$ cat src/rtl/uart_pkg.sv
// -----------------------------------------------------------------------------
// uart_pkg
// Shared definitions for the UART transmit (and future receive) path.
//   - DATA_BITS / LINE_IDLE : frame constants (8 data bits, line idles high)
//   - ST_* localparams      : state encoding shared by TX and RX sequencers
//   - state_t               : enum built on the ST_* encoding
//   - cnt_width()           : counter width helper (ceil(log2(n)), min 1)
// Ports: none (package).
// -----------------------------------------------------------------------------
package uart_pkg;

    localparam int   DATA_BITS = 8;
    localparam logic LINE_IDLE = 1'b1;

    localparam logic [2:0] ST_IDLE   = 3'd0;
    localparam logic [2:0] ST_START  = 3'd1;
    localparam logic [2:0] ST_DATA   = 3'd2;
    localparam logic [2:0] ST_PARITY = 3'd3;
    localparam logic [2:0] ST_STOP   = 3'd4;

    typedef enum logic [2:0] {
        S_IDLE   = ST_IDLE,
        S_START  = ST_START,
        S_DATA   = ST_DATA,
        S_PARITY = ST_PARITY,
        S_STOP   = ST_STOP
    } state_t;

    // Bits needed to hold values 0..n-1; never less than one bit.
    function automatic int cnt_width(input int n);
        int w;
        w = 1;
        while ((1 << w) < n) begin
            w = w + 1;
        end
        return w;
    endfunction

endpackage

$ cat src/rtl/uart_baud_div.sv
// -----------------------------------------------------------------------------
// uart_baud_div
// Bit-period divider. Counts 0..CLKS_PER_BIT-1 while run is high and wraps;
// bit_tick is high during the wrap cycle so the sequencer advances on the
// edge that ends each bit period.
// Ports:
//   clk      in   system clock, rising edge
//   rst_n    in   synchronous active-low reset
//   clear    in   force count to 0 (takes priority over run)
//   run      in   count enable
//   bit_tick out  one-cycle pulse in the last cycle of a bit period
// -----------------------------------------------------------------------------
module uart_baud_div
    import uart_pkg::*;
#(
    parameter int CLKS_PER_BIT = 5208
) (
    input  logic clk,
    input  logic rst_n,
    input  logic clear,
    input  logic run,
    output logic bit_tick
);

    localparam int            CW   = cnt_width(CLKS_PER_BIT);
    localparam logic [CW-1:0] LAST = CW'(CLKS_PER_BIT - 1);

    logic [CW-1:0] count_reg;
    logic [CW-1:0] count_next;

    always_comb begin
        count_next = count_reg;
        if (clear) begin
            count_next = '0;
        end else if (run) begin
            if (count_reg == LAST) begin
                count_next = '0;
            end else begin
                count_next = count_reg + 1'b1;
            end
        end
    end

    assign bit_tick = run && !clear && (count_reg == LAST);

    always_ff @(posedge clk) begin
        if (!rst_n) begin
            count_reg <= '0;
        end else begin
            count_reg <= count_next;
        end
    end

endmodule

$ cat src/rtl/uart_word_tx.sv
// -----------------------------------------------------------------------------
// uart_word_tx
// Serializes an E_BITS-wide datapath word over an 8N1 UART line, low byte
// first, each byte LSB first. Consecutive bytes of a word are sent with no
// idle gap; after the last stop bit o_done pulses for one cycle, in which a
// new word may already be accepted.
// Optional build macro UART_TX_PARITY_EN: inserts an even-parity bit between
// the last data bit and the stop bit (11-bit frames).
// Ports:
//   i_clk    in   system clock, rising edge
//   i_rst_n  in   synchronous active-low reset
//   i_valid  in   word on i_data is offered
//   i_data   in   word to transmit (E_BITS)
//   o_ready  out  a word can be accepted this cycle
//   o_busy   out  frame sequence in progress
//   o_done   out  one-cycle pulse after the last stop bit
//   o_tx     out  serial line, idle high, driven from a flop
// -----------------------------------------------------------------------------
module uart_word_tx
    import uart_pkg::*;
#(
    parameter int E_BITS       = 16,
    parameter int CLKS_PER_BIT = 5208
) (
    input  logic              i_clk,
    input  logic              i_rst_n,
    input  logic              i_valid,
    input  logic [E_BITS-1:0] i_data,
    output logic              o_ready,
    output logic              o_busy,
    output logic              o_done,
    output logic              o_tx
);

    localparam int                NBYTES    = E_BITS / DATA_BITS;
    localparam int                BYTE_W    = cnt_width(NBYTES);
    localparam logic [BYTE_W-1:0] LAST_BYTE = BYTE_W'(NBYTES - 1);

    state_t              state_reg,    state_next;
    logic [2:0]          bit_idx_reg,  bit_idx_next;
    logic [BYTE_W-1:0]   byte_idx_reg, byte_idx_next;
    logic [E_BITS-1:0]   shift_reg,    shift_next;
    logic                tx_reg,       tx_next;
    logic                done_reg,     done_next;

    logic                bit_tick;
    logic                div_clear;
    logic [7:0]          cur_byte;

    // The divider sits at zero while idle, so the first START bit gets a
    // full period counted from the transfer edge.
    assign div_clear = (state_reg == S_IDLE);

    uart_baud_div #(
        .CLKS_PER_BIT(CLKS_PER_BIT)
    ) u_baud_div (
        .clk     (i_clk),
        .rst_n   (i_rst_n),
        .clear   (div_clear),
        .run     (!div_clear),
        .bit_tick(bit_tick)
    );

    // The byte on the wire is always the low byte of the shift register.
    assign cur_byte = shift_reg[7:0];

    // tx_next is the line level for the state being entered, so the pin
    // changes exactly on the edge where the state does.
    always_comb begin
        state_next    = state_reg;
        bit_idx_next  = bit_idx_reg;
        byte_idx_next = byte_idx_reg;
        shift_next    = shift_reg;
        tx_next       = tx_reg;
        done_next     = 1'b0;

        case (state_reg)
            S_IDLE: begin
                tx_next = LINE_IDLE;
                if (i_valid) begin
                    state_next    = S_START;
                    bit_idx_next  = '0;
                    byte_idx_next = '0;
                    shift_next    = i_data;
                    tx_next       = 1'b0;
                end
            end

            S_START: begin
                if (bit_tick) begin
                    state_next   = S_DATA;
                    bit_idx_next = '0;
                    tx_next      = cur_byte[0];
                end
            end

            S_DATA: begin
                if (bit_tick) begin
                    if (bit_idx_reg == 3'd7) begin
`ifdef UART_TX_PARITY_EN
                        state_next = S_PARITY;
                        tx_next    = ^cur_byte;
`else
                        state_next = S_STOP;
                        tx_next    = LINE_IDLE;
`endif
                    end else begin
                        bit_idx_next = bit_idx_reg + 3'd1;
                        tx_next      = cur_byte[bit_idx_reg + 3'd1];
                    end
                end
            end

`ifdef UART_TX_PARITY_EN
            S_PARITY: begin
                if (bit_tick) begin
                    state_next = S_STOP;
                    tx_next    = LINE_IDLE;
                end
            end
`endif

            S_STOP: begin
                if (bit_tick) begin
                    if (byte_idx_reg != LAST_BYTE) begin
                        state_next    = S_START;
                        byte_idx_next = byte_idx_reg + 1'b1;
                        shift_next    = shift_reg >> DATA_BITS;
                        tx_next       = 1'b0;
                    end else begin
                        state_next = S_IDLE;
                        done_next  = 1'b1;
                        tx_next    = LINE_IDLE;
                    end
                end
            end

            default: begin
                state_next = S_IDLE;
                tx_next    = LINE_IDLE;
            end
        endcase
    end

    always_ff @(posedge i_clk) begin
        if (!i_rst_n) begin
            state_reg    <= S_IDLE;
            bit_idx_reg  <= '0;
            byte_idx_reg <= '0;
            shift_reg    <= '0;
            tx_reg       <= LINE_IDLE;
            done_reg     <= 1'b0;
        end else begin
            state_reg    <= state_next;
            bit_idx_reg  <= bit_idx_next;
            byte_idx_reg <= byte_idx_next;
            shift_reg    <= shift_next;
            tx_reg       <= tx_next;
            done_reg     <= done_next;
        end
    end

    assign o_ready = (state_reg == S_IDLE);
    assign o_busy  = (state_reg != S_IDLE);
    assign o_done  = done_reg;
    assign o_tx    = tx_reg;

endmodule

$ cat config.mk
export PLATFORM = sky130hd
export DESIGN_NAME = uart_word_tx
export DESIGN_NICKNAME = d
export VERILOG_FILES = /design/src/rtl/uart_pkg.sv /design/src/rtl/uart_baud_div.sv /design/src/rtl/uart_word_tx.sv
export SDC_FILE = /design/constraint.sdc
export NUM_CORES = 1
export LEC_CHECK = 0
export CAP_MARGIN = 20
export CORE_MARGIN = 4
export CORE_UTILIZATION = 30
export DETAILED_ROUTE_END_ITERATION = 6
export MAX_ROUTING_LAYER = met4
export SYNTH_ARGS = -nofsm -noshare
export SYNTH_HDL_FRONTEND = slang
export SYNTH_HIERARCHICAL = 1
export SYNTH_SLANG_ARGS = --single-unit
$ cat constraint.sdc
create_clock -name i_clk -period 4.3 [get_ports i_clk]
set_clock_uncertainty 0.05 [all_clocks]
set_input_delay 0.43 -clock i_clk [delete_from_list [all_inputs] [get_ports i_clk]]
set_output_delay 0.43 -clock i_clk [all_outputs]
set_load 0.03 [all_outputs]
Word-level counts from Yosys, hierarchy flattened

Index checks and enable logic that the tools add are counted.

Bits of input ports: 19
Output and inout bits: 4
Logic and storage cells: 66
Bits in registers: 38

Bitwise gates (word level): 1
Reduce and logical (&&, ||, !) cells: 13
$lt $le $gt $ge: 1
$add $sub $neg: 3
Equality and inequality tests: 12
Multiplexer cells: 29

Operators by type and width:

| cell                                                       | number |
|---|---|
| two-way mux 16 bit                                         | 3 |
| one-hot mux 16 bit (2 select lines)                        | 1 |
| two-way mux 3 bit                                          | 9 |
| inequality test 2 bit, second input constant               | 7 |
| adder 13 x 1 -> 13 bit, second input constant              | 1 |
| == test 13 bit, second input constant                      | 1 |
| one-hot mux 3 bit (4 select lines)                         | 1 |
| two-way mux 1 bit                                          | 11 |
| AND reduction 5 bit                                        | 2 |
| one-hot mux 3 bit (3 select lines)                         | 1 |
| AND reduction 3 bit                                        | 3 |
| == test 3 bit, second input constant                       | 2 |
| nonzero test 3 bit                                         | 2 |
| less-than comparator 3 x 4 -> 1 bit, second input constant | 1 |
| one-hot mux 1 bit (4 select lines)                         | 1 |
| AND reduction 4 bit                                        | 1 |
| adder 3 x 1 -> 3 bit, second input constant                | 1 |
| binary-select mux 1 bit (select 3 bit)                     | 1 |
| == test 3 x 1 -> 1 bit, second input constant              | 1 |
| == test 3 x 2 -> 1 bit, second input constant              | 1 |
| logical NOT 3 bit                                          | 1 |
| OR reduction 3 bit                                         | 1 |
| one-hot mux 1 bit (2 select lines)                         | 1 |
| nonzero test 2 bit                                         | 1 |
| other kinds (4)                                            | 4 |

Longest topological paths before layout

Word-level depth: 6
Gate-level depth with buffers: 14
Depth with buffers taken out: 9

Modules after synthesis

Netlist, hierarchy kept.

Modules (own cells, without submodules):

| module        | instances | seq. area each (um^2) | area an instance (um^2) | cells each |
|---|---|---|---|---|
| uart_word_tx  | 1         | 500.5                 | 1305.0                  | 157 |
| uart_baud_div | 1         | 260.2                 | 625.6                   | 69 |

Worst setup path before layout

OpenSTA, ideal clock, no wires.

Path kind: register to register
Start: register state_reg[2]
End: register shift_reg[2]
Slack: 882 ps
Buffers on the path: 5
Setup time: 138 ps
Data arrival time: 3230 ps
Data required time: 4112 ps
Clock period less this slack: 3418 ps
Cell stages (with the launch flop): 15
Cell sequence: dfxtp_1 buf_4 buf_2 nor3_1 inv_1 buf_2 nand2_1 nand4b_1 nor2_1 buf_2 and3b_1 o21a_4 buf_6 nor2_1 a311oi_2

Word-level cells in the longest chain between the ends: 5
Elaborated cells on any way between the ends: 10
Those cells by class: 4 x eq/ne; 1 x mux; 5 x reduce/logical

RTL lines:

| item                                   | RTL line                                | text |
|---|---|---|
| start, declared                        | uart_word_tx.sv:39                      | `state_t state_reg, state_next;` |
| start signal, assigned                 | uart_word_tx.sv:154                     | `state_reg <= state_next;` |
| logical NOT 3 bit                      | --                                      |  |
| via o_ready                            | uart_word_tx.sv:29                      | `output logic o_ready,` |
| logical NOT 1 bit                      | uart_baud_div.sv:44, uart_word_tx.sv:60 |  |
| logical AND 1 bit                      | uart_baud_div.sv:44                     | `assign bit_tick = run && !clear && (count_reg == LAST);` |
| via bit_tick                           | uart_word_tx.sv:46                      | `logic bit_tick;` |
| inequality test 2 bit (no source line) | --                                      |  |
| AND reduction 4 bit (no source line)   | --                                      |  |
| end signal, assigned                   | uart_word_tx.sv:157                     | `shift_reg <= shift_next;` |
| end, declared                          | uart_word_tx.sv:42                      | `logic [E_BITS-1:0] shift_reg, shift_next;` |

The timed path passes the listed nets, and every way through them passes these cells.
A chain may end at the register's enable or synchronous reset.

Worst setup path after layout

Start: register state_reg[2]
End: register shift_reg[1]

Word-level cells in the longest chain between the ends: 5
Elaborated cells on any way between the ends: 10
Those cells by class: 4 x eq/ne; 1 x mux; 5 x reduce/logical

RTL lines:

| item                                   | RTL line                                | text |
|---|---|---|
| logical NOT 3 bit                      | uart_word_tx.sv:52                      | `assign div_clear = (state_reg == S_IDLE);` |
| logical NOT 1 bit                      | uart_baud_div.sv:44, uart_word_tx.sv:60 |  |
| logical AND 1 bit                      | uart_baud_div.sv:44                     |  |
| via bit_tick                           | uart_word_tx.sv:46                      |  |
| inequality test 2 bit (no source line) | --                                      |  |
| AND reduction 4 bit (no source line)   | --                                      |  |

The timed path passes the listed nets, and every way through them passes these cells.

==> run_results.csv <==
group,metric,value,unit
power_and_ir_drop,p_per_area,333,nW/µm²
yosys,syn_area_per_cell,8.54,µm²
cells_and_area,final_cell_mix,"dfxtp_1 (38), nand2_1 (30), nor2_1 (28)",
detailed_routing,drt_iter0_drc,175,
placement,dpl_worst_slack,1280,ps
yosys,ys_seq_area_share,39.4,%
yosys,synth_compound_area_share,15.7,%
clock_network,clock_path_buffers,2,
flow_run,drv_cap,0,
critical_path,end_kind,"flip-flop",
cells_and_area,antennaDiodeCount,0,
grt,antenna_found_initial,0,
sta,tightest_slew,837,ps
sta,fmax,330,MHz
detailed_routing,antenna_left,0,
power_and_ir_drop,ir_drop,0.000164,V
clock_network,cts.sinks,38,
critical_path,critPathLaunchType,"flip-flop",
cells_and_area,area_growth,18.4,%
critical_path,r2r_cells,9,
power_and_ir_drop,p_total,0.000761,W
clock_network,htreeDepth,2,
placement,placed_cell_area,2170,µm²
grt,grt_max_degree,25,
cells_and_area,final_common_cell,"dfxtp_1",
detailed_routing,dr.pass1.iters,5,
yosys,synth_xor_area_share,5.44,%
cells_and_area,largest_reg_flops,16,
cells_and_area,drive_gt1_share,9.84,%
detailed_routing,drc,0,
detailed_routing,num_vias,1606,
die,die_w,88.2,µm
detailed_routing,viasPerCell,5.03,
critical_path,regToRegEndpoint,"shift_reg[1]",
die,core-area,6100,µm²
sta,fin_ws,1270,ps
critical_path,rrSetupSlack,1270,ps
clock_network,cts_buffers,5,
grt,grt_pass1_wl,6980,µm
sta,hold_violations,0,
critical_path,r2r-start,"state_reg[2]",
sta,slew_headroom,44.2,%
clock_network,holdBufCountCts,0,
cells_and_area,finalNonFillerCells,319,
placement,place_hpwl,2860,µm
clock_network,cts_resized,0,
clock_network,insertion_delay,290,ps
critical_path,critPathMaxFanout,24,
sta,grt_setup_unrepaired,"no",
die,rows,28,
die,initial_utilization,31.7,%
sta,setup_viol,0,
yosys,yosys.area_share.adder,1.94,%
cells_and_area,nets,265,
hold_path,holdPathEnd,"shift_reg[9]",
clock_network,cts_tree,"built",
yosys,syn-instance-count,226,
placement,numPortBuffers,22,
grt,grt_util_all_layers,11.4,%
sta,min_period,3030,ps
yosys,synth_warnings,6,
detailed_routing,routed_wl,4140,µm
yosys,synth-simple-area-share,29.6,%
die,chipHeight,88.2,µm
yosys,synth_top_family_by_area,"simple AND/OR/NAND/NOR gates",
power_and_ir_drop,p_leak,0.780,nW
yosys,syn_area,1930,µm²
hold_path,hold_depth,2,
status,outcome,"finished, final reports clean",
die,die_area,7780,µm²
cells_and_area,multiInputGateArea,1070,µm²
clock_network,ctsRootBufferMaster,"clkbuf_8",
yosys,ys_types,51,
critical_path,required,4450,ps
placement,dp.cells,311,
grt,gr-total-overflow,0,
cells_and_area,n_fill_cell,659,
placement,gp_congestion,0.826,
hold_path,worstHoldPathType,"flip-flop to flip-flop",
sta,finalCritPeriodShare,70.6,%
critical_path,arrival,3190,ps
yosys,synth-seq-cells,38,
grt,grt_pass1_vias,1513,
sta,setup-tns-final,0,ps
critical_path,critical_path_class,"flip-flop to flip-flop",
sta,drv_slew,0,
cells_and_area,regArea,761,µm²
cells_and_area,design_area,2290,µm²
clock_network,path_clk_slew,80,ps
yosys,synth_mux_area_share,2.79,%
yosys,syn-num-nets,248,
detailed_routing,wl_per_cell,13.0,µm
hold_path,min_from,"shift_reg[9]",
die,ios,23,
clock_network,cts_setup_buffers,0,
[cells in the mapped netlist, drive strengths merged]
cell type / number / area (µm²)
and2: 1 / 6.26
nand4: 9 / 71.3
o311ai: 1 / 8.76
a21oi: 13 / 65.1
a31oi: 1 / 6.26
o32a: 1 / 10.0
nor3b: 1 / 7.51
or3b: 1 / 8.76
nand2b: 1 / 6.26
xor2: 4 / 35.0
mux4: 1 / 22.5
nor4: 4 / 31.3
a311oi: 8 / 95.1
o32ai: 1 / 8.76
nand3b: 1 / 7.51
buf: 10 / 65.1
o21ai: 4 / 23.8
nor2b: 4 / 25.0
o21a: 4 / 37.5
nand4b: 1 / 8.76
and4b: 1 / 10.0
and3: 4 / 25.0
xnor2: 8 / 70.1
a32oi: 1 / 8.76
nor2: 31 / 124
nor3: 8 / 45.0
o31ai: 3 / 22.5
a2bb2oi: 1 / 8.76
mux2: 1 / 11.3
inv: 7 / 26.3
and4bb: 1 / 12.5
and3b: 1 / 8.76
a211oi: 1 / 7.51
mux2i: 2 / 20.0
ha: 3 / 37.5
nand2: 31 / 119
dfxtp: 38 / 761
clkbuf: 2 / 7.51
nand3: 11 / 55.1
[cell type report]
class / instances / share of cell area (%)
multi-input combinational: 169 / 46.9
sequential: 38 / 33.3
timing repair buffer: 22 / 9.63
tap: 75 / 4.11
clock buffer: 5 / 3.01
clock inverter: 3 / 1.97
inverter: 7 / 1.15
[how the worst max path moves through the flow]
stage,depth (start not counted),endpoint,startpoint,slack [ps]
after global routing,9,shift_reg[14],state_reg[2],940
after detailed placement,9,shift_reg[1],state_reg[2],1280
after floorplan,14,shift_reg[2],state_reg[2],880
after global placement,9,shift_reg[7],state_reg[2],1470
after CTS,9,shift_reg[1],state_reg[2],1280
final,9,shift_reg[1],state_reg[2],1270
[power by group]
group / total [W] / leakage (nW) / internal [W] / switching [W]
clock: 0.000302 / 0.0504 / 0.000173 / 0.000130
sequential: 0.000375 / 0.310 / 0.000365 / 0.00000993
combinational: 0.0000836 / 0.420 / 0.0000395 / 0.0000441
[metal layers]
layer / wire (µm) / vias to the layer above / global-route usage, %
met5: 0 / - / -
met4: 25 / 0 / 3.98
met3: 166 / 2 / 2.05
met2: 1860 / 37 / 17.1
met1: 2090 / 731 / 15.5
li1: - / 836 / -
[cell families after synthesis]
family          Yosys count
compound gates           39
xor+xnor                 12
simple gates            111
buf+inv                  19
fa+ha+maj                 3
mux                       4
flops                    38
[critical path, cell delays in order, from the launching register on]
cell      delay [ps]
dfxtp_1          690
nor3_1           170
inv_1            280
nand2_1          130
nand4b_1         210
nor2_1           460
and3b_1          300
o21a_4           310
nor2_1           100
a311oi_2         230
[through the flow]
step                      hold WS [ps]  util, %
after floorplan                    382        -
after global placement             390     35.6
after detailed placement           399     35.6
after CTS                          412     37.5
after global routing               435     37.5
final                              407     37.5
(Power assumes the default switching activity.)
